[src/rtl/store_pkg.sv]
// Shared definitions for the store path: size codes, FSM states and the
// byte-count helper used by the lane aligner.
package store_pkg;

    localparam logic [2:0] STORE_SB = 3'b000;
    localparam logic [2:0] STORE_SH = 3'b001;
    localparam logic [2:0] STORE_SW = 3'b010;

    typedef enum logic [1:0] {
        ST_IDLE,
        ST_BEAT1,
        ST_BEAT2,
        ST_FINISH
    } store_state_t;

    // Zero marks an illegal size code.
    function automatic logic [2:0] store_bytes(input logic [2:0] src);
        case (src)
            STORE_SB: store_bytes = 3'd1;
            STORE_SH: store_bytes = 3'd2;
            STORE_SW: store_bytes = 3'd4;
            default:  store_bytes = 3'd0;
        endcase
    endfunction

endpackage

[src/rtl/store_lane_align.sv]
// Combinational byte-lane aligner: places the store data and its byte mask
// across a two-word window starting at the word containing the address.
module store_lane_align
    import store_pkg::*;
(
    input  logic [2:0]  storeSrc,
    input  logic [1:0]  addrLow,
    input  logic [31:0] storeData,
    output logic [7:0]  mask,
    output logic [63:0] data64,
    output logic        crossWord,
    output logic        illegal
);

    logic [2:0]  nbytes;
    logic [7:0]  lowMask;
    logic [31:0] sizedData;

    always_comb begin
        nbytes    = store_bytes(storeSrc);
        lowMask   = 8'h00;
        sizedData = 32'h0;
        case (nbytes)
            3'd1: begin
                lowMask   = 8'h01;
                sizedData = {24'h0, storeData[7:0]};
            end
            3'd2: begin
                lowMask   = 8'h03;
                sizedData = {16'h0, storeData[15:0]};
            end
            3'd4: begin
                lowMask   = 8'h0F;
                sizedData = storeData;
            end
            default: begin
                lowMask   = 8'h00;
                sizedData = 32'h0;
            end
        endcase
        mask      = lowMask << addrLow;
        data64    = {32'h0, sizedData} << {addrLow, 3'b000};
        crossWord = |mask[7:4];
        illegal   = (nbytes == 3'd0);
    end

endmodule

[src/rtl/store_unit.sv]
// Store unit: captures a store request, issues one or two byte-masked word
// writes over a req/ack handshake, then pulses storeDone (and storeError).
module store_unit
    import store_pkg::*;
#(
    parameter bit SPLIT_MISALIGNED = 1'b1
) (
    input  logic        clk,
    input  logic        reset,
    input  logic        storeValid,
    output logic        storeReady,
    input  logic [2:0]  storeSrc,
    input  logic [31:0] storeAddress,
    input  logic [31:0] storeData,
    output logic        memReq,
    input  logic        memAck,
    output logic [31:0] memAddress,
    output logic [31:0] memWriteData,
    output logic [3:0]  memByteEnable,
    output logic        storeDone,
    output logic        storeError
);

    store_state_t state;

    logic [7:0]  mask;
    logic [63:0] data64;
    logic        crossWord;
    logic        illegal;
    logic [3:0]  hiByteEnable;
    logic [31:0] hiWriteData;

    store_lane_align u_align (
        .storeSrc  (storeSrc),
        .addrLow   (storeAddress[1:0]),
        .storeData (storeData),
        .mask      (mask),
        .data64    (data64),
        .crossWord (crossWord),
        .illegal   (illegal)
    );

    always_ff @(posedge clk) begin
        if (reset) begin
            state         <= ST_IDLE;
            storeReady    <= 1'b0;
            memReq        <= 1'b0;
            memAddress    <= 32'h0;
            memWriteData  <= 32'h0;
            memByteEnable <= 4'h0;
            storeDone     <= 1'b0;
            storeError    <= 1'b0;
            hiByteEnable  <= 4'h0;
            hiWriteData   <= 32'h0;
        end else begin
            case (state)
                ST_IDLE: begin
                    storeReady <= 1'b1;
                    storeDone  <= 1'b0;
                    storeError <= 1'b0;
                    if (storeValid && storeReady) begin
                        storeReady <= 1'b0;
                        if (illegal || (crossWord && !SPLIT_MISALIGNED)) begin
                            state      <= ST_FINISH;
                            storeDone  <= 1'b1;
                            storeError <= 1'b1;
                        end else begin
                            // High half of the window is kept for a possible second beat.
                            state         <= ST_BEAT1;
                            memReq        <= 1'b1;
                            memAddress    <= {storeAddress[31:2], 2'b00};
                            memByteEnable <= mask[3:0];
                            memWriteData  <= data64[31:0];
                            hiByteEnable  <= mask[7:4];
                            hiWriteData   <= data64[63:32];
                        end
                    end
                end
                ST_BEAT1: begin
                    if (memAck) begin
                        if (hiByteEnable != 4'h0) begin
                            state         <= ST_BEAT2;
                            memAddress    <= memAddress + 32'd4;
                            memByteEnable <= hiByteEnable;
                            memWriteData  <= hiWriteData;
                        end else begin
                            state     <= ST_FINISH;
                            memReq    <= 1'b0;
                            storeDone <= 1'b1;
                        end
                    end
                end
                ST_BEAT2: begin
                    if (memAck) begin
                        state     <= ST_FINISH;
                        memReq    <= 1'b0;
                        storeDone <= 1'b1;
                    end
                end
                ST_FINISH: begin
                    state      <= ST_IDLE;
                    storeDone  <= 1'b0;
                    storeError <= 1'b0;
                    storeReady <= 1'b1;
                end
                default: begin
                    state      <= ST_IDLE;
                    memReq     <= 1'b0;
                    storeDone  <= 1'b0;
                    storeError <= 1'b0;
                    storeReady <= 1'b0;
                end
            endcase
        end
    end

endmodule
[config.mk]
export PLATFORM = sky130hd
export DESIGN_NAME = store_unit
export DESIGN_NICKNAME = d
export VERILOG_FILES = /design/src/rtl/store_pkg.sv /design/src/rtl/store_lane_align.sv /design/src/rtl/store_unit.sv
export SDC_FILE = /design/constraint.sdc
export NUM_CORES = 1
export LEC_CHECK = 0
export CORE_MARGIN = 3
export CORE_UTILIZATION = 44
export DETAILED_ROUTE_END_ITERATION = 10
export GPL_TIMING_DRIVEN = 0
export PLACE_DENSITY_LB_ADDON = 0.15
export SLEW_MARGIN = 20
export SYNTH_ARGS = -nofsm -noshare
export SYNTH_HDL_FRONTEND = slang
export SYNTH_SLANG_ARGS = --single-unit
[constraint.sdc]
create_clock -name clk -period 2.1 [get_ports clk]
set_input_delay 0.42 -clock clk [delete_from_list [all_inputs] [get_ports clk]]
set_output_delay 0.42 -clock clk [all_outputs]
set_load 0.1 [all_outputs]
After elaboration in Yosys (flattened, before gate mapping)
Index checks and enable logic that the tools add are counted.

Register bits: 110. Output and inout port bits: 72. Input bits: 71.

Add/sub/neg operators: 1. Bitwise logic cells: 1. Muxes and demuxes: 39. Reduce and logical (&&, ||, !) cells: 13. Eq/ne operators: 14. Shift-type cells: 2.

Operators by type and width (count): 32-bit 2-to-1 mux (8); 32-bit one-hot mux with 2 select lines (2); 32-bit one-hot mux with 3 select lines (1); 32-bit by 5-bit << shifter with 64-bit output (1); 32-bit by 3-bit adder with 32-bit output, second input constant (1); 4-bit 2-to-1 mux (4); 1-bit 2-to-1 mux (12); 2-bit inequality test, second input constant (6); 4-bit one-hot mux with 3 select lines (1); 3-bit one-hot mux with 3 select lines (1); 3-bit AND reduction (3); 2-bit 2-to-1 mux (4); 2-bit one-hot mux with 4 select lines (1); 4-bit one-hot mux with 2 select lines (1); 4-bit by 2-bit << shifter with 8-bit output (1); 3-bit by 1-bit == test with 1-bit output, second input constant (2); 3-bit by 2-bit == test with 1-bit output, second input constant (2); 3-bit zero test (2); 6-bit AND reduction (1); 5-bit AND reduction (1); 2-bit == test, second input constant (2); 1-bit one-hot mux with 2 select lines (2); 1-bit one-hot mux with 4 select lines (1); 2-bit nonzero test (2); other kinds (8) (8).

Logic depth before layout (Yosys ltp)
Depth in word-level cells: 8. Mapped depth: 10. Mapped depth without buffers: 7.

Hierarchy
Synthesis repeated with hierarchy kept, for this count alone.

Cell total of the unflattened synthesis: 792. Area, all modules: 6292.3 um2.

Modules (own cells, without submodules): store_unit (seq. area each 2162.1 um2, cells each 633, times used 1, area an instance 5243.8 um2); store_lane_align (seq. area each 0.0 um2, cells each 159, times used 1, area an instance 1048.5 um2).

Worst setup path after synthesis
Ideal clock, no wire load.

Kind: register to register. From: reg memAddress[18]. To: reg memAddress[24]. Required time: 2.014 ns. Stages on the path, launching flop included: 6. Path buffers: 0. Path slack: -0.580 ns. Clock period less this slack: 2.680 ns. Library setup time: 0.086 ns. Arrival time: 2.593 ns. Cells stage by stage: dfxtp_1 nand4_1 or3_1 or3_1 a21o_1 a221oi_2.

Cells in the longest elaborated chain, start to end: 4.

RTL lines: from (decl) (RTL line store_unit.sv:17) `output logic [31:0] memAddress,`; from (signal assigned) (RTL line store_unit.sv:71) `memAddress <= {storeAddress[31:2], 2'b00};`; from (signal assigned) (RTL line store_unit.sv:83) `memAddress <= memAddress + 32'd4;`; 32-bit by 3-bit adder with 32-bit output (RTL line store_unit.sv:83); 32-bit 2-to-1 mux (RTL line store_unit.sv:81) `if (hiByteEnable != 4'h0) begin`; 32-bit 2-to-1 mux (RTL line store_unit.sv:80) `if (memAck) begin`; 32-bit one-hot mux with 2 select lines (RTL line store_unit.sv:56) `case (state)`.

Every way passes these cells. The select of a mux whose other input is x is not followed. A chain may end at the register's enable or synchronous reset.

Worst setup path in the final report
From: reg memAddress[19]. To: reg memAddress[27].

The elaborated chain is that of the path after synthesis.

==> summary.md <==
| Metric | Value |
|---|---|
| H-tree levels | `3` |
| Placer Congestion | `0.925` |
| Failing checks | `setup timing` |
| Final instance area | `8000 um^2` |
| Die width | `117 um` |
| Most frequent standard cell in the layout excluding fill and tap cells | `nor2_1` |
| HPWL after DPL | `15,800 um` |
| All-Layer GR Usage | `31.7%` |
| HP Class | `register to register` |
| Fin. max-slew vios | `0` |
| Largest cells by area after synthesis | `dfxtp_1 (37%), nor2_1 (7.4%), a21oi_1 (4.4%)` |
| Post-synth ARST share | `0%` |
| Crit share post-route | `101%` |
| DRT Pass-1 Iters | `6` |
| N_diodes | `0` |
| Skew-Pair Late Insertion Delay | `0.35 ns` |
| Clk slew on worst S/H paths | `0.08 ns` |
| Cells after Synth | `686` |
| Post-synth top area share | `36.7%` |
| Pin slew with the least headroom to its limit | `0.986 ns` |
| Crit start category | `register` |
| Post-synth EDFFs | `0` |
| Most frequent cells in the layout | `nor2_1 (104), dlygate4sd2_1 (71), dfxtp_1 (69)` |
| Final Hold Vio Count | `0` |
| Die Area | `13,600 um^2` |
| Clk buf depth | `2` |
| Most common cell on crit path | `nand4_1` |
| Synth Register Bits | `99` |
| Root Buffer | `clkbuf_16` |
| Synth Cell Area | `5400 um^2` |
| Area grow syn2layout | `48.2%` |
| CTS tree | `yes` |
| PnR worst setup slack | `-0.0138 ns` |
| Routed wire length | `22,500 um` |
| Area leader, netlist | `dfxtp_1` |
| Area after DPL | `7030 um^2` |
| Initial core utilization | `46.1%` |
| Share of layout cells above drive strength 1 | `21.1%` |
| Grt ovf | `0` |
| Layout Cells excl Fill | `1,014` |
| Via-to-Cell Ratio | `6.38` |
| Die Height | `117 um` |
| Worst EP required | `2.37 ns` |
| Initial antenna violation count | `0` |
| Largest net degree at the start of global routing | `19` |
| # port buffers | `137` |
| Ys flop type | `dfxtp_1` |
| Mean Syn Cell Area | `7.87 um^2` |
| Wirelength per Cell | `22.2 um` |
| Crit-path max FO | `7` |
| Vias in the first global route | `6,075` |
| TritonCTS Buffers | `9` |
| Row count | `39` |
| Post-route ant nets | `0` |
| Final number of setup-violating endpoints | `1` |
| Core ar. | `11,700 um^2` |
| # IOs | `143` |
| Clk sinks | `99` |
| Synth cell types | `66` |
| Fin nets | `944` |
| Crit path time final | `2.11 ns` |
| Status | `complete, but fails checks` |
| Starting DRT DRC Count | `785` |
| Yosys warnings | `0` |
| Data arrival, critical path | `2.39 ns` |
| Clock Skews | `0.00572 ns` |
| Drc violations | `0` |
| Worst slew margin relative to its limit | `34.5%` |
| CP max-delay cell | `nor4_4` |
| Critical path endpoint category | `register` |
| Seq/Total Area, Yosys | `36.7%` |
| Max Cap Viol | `0` |
| FILL cells | `1,003` |
| F_max | `0.473 GHz` |
| Placed Cells | `967` |
| First-pass GRT wire length | `33,300 um` |
| Cell breakdown of the critical path | `nand4_1 > nor4_4 > nand4_1 > or4_4 > a31oi_4` |
| Via count | `6,468` |
| Kind of critical path | `register to register` |
| CP peak stage delay | `0.49 ns` |
| CTS hold repair buffers | `0` |
worst max-delay path, delay by kind of cell, from the launching register on:
| family | cells | cell delay [ns] |
|---|---|---|
| compound gates | 1 | 0.19 |
| simple gates | 4 | 1.45 |
| flops | 1 | 0.39 |
cells in the mapped netlist, drive strengths merged, types with 4 or more instances:
| cell | instances |
|---|---|
| inv | 14 |
| o21ai | 29 |
| nand2 | 35 |
| o21a | 8 |
| a311oi | 10 |
| nand3 | 18 |
| a211oi | 29 |
| a32oi | 11 |
| mux2i | 11 |
| or2 | 5 |
| nor4b | 4 |
| a221oi | 17 |
| a21oi | 47 |
| nand2b | 17 |
| ha | 7 |
| a41o | 5 |
| dfxtp | 99 |
| and3 | 5 |
| nor2b | 6 |
| nor2 | 107 |
| nand4 | 9 |
| and2 | 4 |
| buf | 21 |
| nor4 | 4 |
| nor3 | 43 |
| a22oi | 12 |
| o32ai | 4 |
| o211ai | 6 |
| o22ai | 11 |
| o31ai | 5 |
| clkbuf | 43 |
kinds of logic (layout without fill, tap and decap cells):
family / after synthesis / in the layout / share of synthesized area (%)
other cells: 1 / 2 / 0.0695
compound gates: 218 / 218 / 28.6
fa+ha+maj: 7 / 7 / 1.62
xor+xnor: 1 / 1 / 0.162
buf+inv: 78 / 262 / 6.26
simple gates: 271 / 271 / 24.6
flops: 99 / 99 / 36.7
mux: 11 / 11 / 2.04
worst paths after layout:
kind                                                  start                     endpoint  slack, ns  cells after the start
worst max-delay path            memAddress[19]$_SDFFE_PP0P_  memAddress[27]$_SDFFE_PP0P_      -0.01                      5
worst min-delay path                 storeDone$_SDFFE_PP0P_       storeDone$_SDFFE_PP0P_       0.49                      2
worst max register to register  memAddress[19]$_SDFFE_PP0P_  memAddress[27]$_SDFFE_PP0P_      -0.01                      5
worst min register to register       storeDone$_SDFFE_PP0P_       storeDone$_SDFFE_PP0P_       0.49                      2
registers in the layout, indices dropped and copies added, names as in the netlist:
register,count
memByteEnable,4
state,2
storeError,1
hiWriteData,24
storeDone,1
memAddress,30
hiByteEnable,3
storeReady,1
memReq,1
memWriteData,32
through the flow:
stage	setup slack (ns)	TNS (ns)	utilization, %	hold slack [ns]
floorplan	0.0123	0	-	0.458
global placement	-0.839	-50.72	60.0	0.462
detailed placement	-0.714	-52.15	60.0	0.463
CTS	-0.0857	-0.264	66.2	0.483
global route	-0.0757	-0.279	68.3	0.514
finish	-0.0138	-0.0138	68.3	0.489
final cells by class:
type | instances | area (um^2) | area share [%]
Buffer | 59 | 355 | 4.44
Clock buffer | 10 | 229 | 2.86
Clock inverter | 6 | 55.1 | 0.688
Inverter | 14 | 55.1 | 0.688
Multi-Input combinational cell | 510 | 3410 | 42.7
Sequential cell | 99 | 2060 | 25.7
Tap cell | 143 | 179 | 2.24
Timing Repair Buffer | 173 | 1650 | 20.7
routing by layer:
layer / global-route usage, % / vias to the layer above / wire length (um)
li1: - / 2912 / -
met1: 42.7 / 3111 / 9340
met2: 50.8 / 399 / 10500
met3: 6.02 / 46 / 2110
met4: 11.9 / 0 / 622
met5: 0 / - / 0
what timing repair did:
action | 4_1_cts | 5_1_grt
resized for setup | 160 | 47
pin swaps | 16 | 14
setup endpoints to repair | 166 | 94
setup buffers | 19 | 17
cloned | 1 | 0
Power is not shown: default switching activity piles up to over one toggle a cycle in this logic, so the estimate is an artifact.
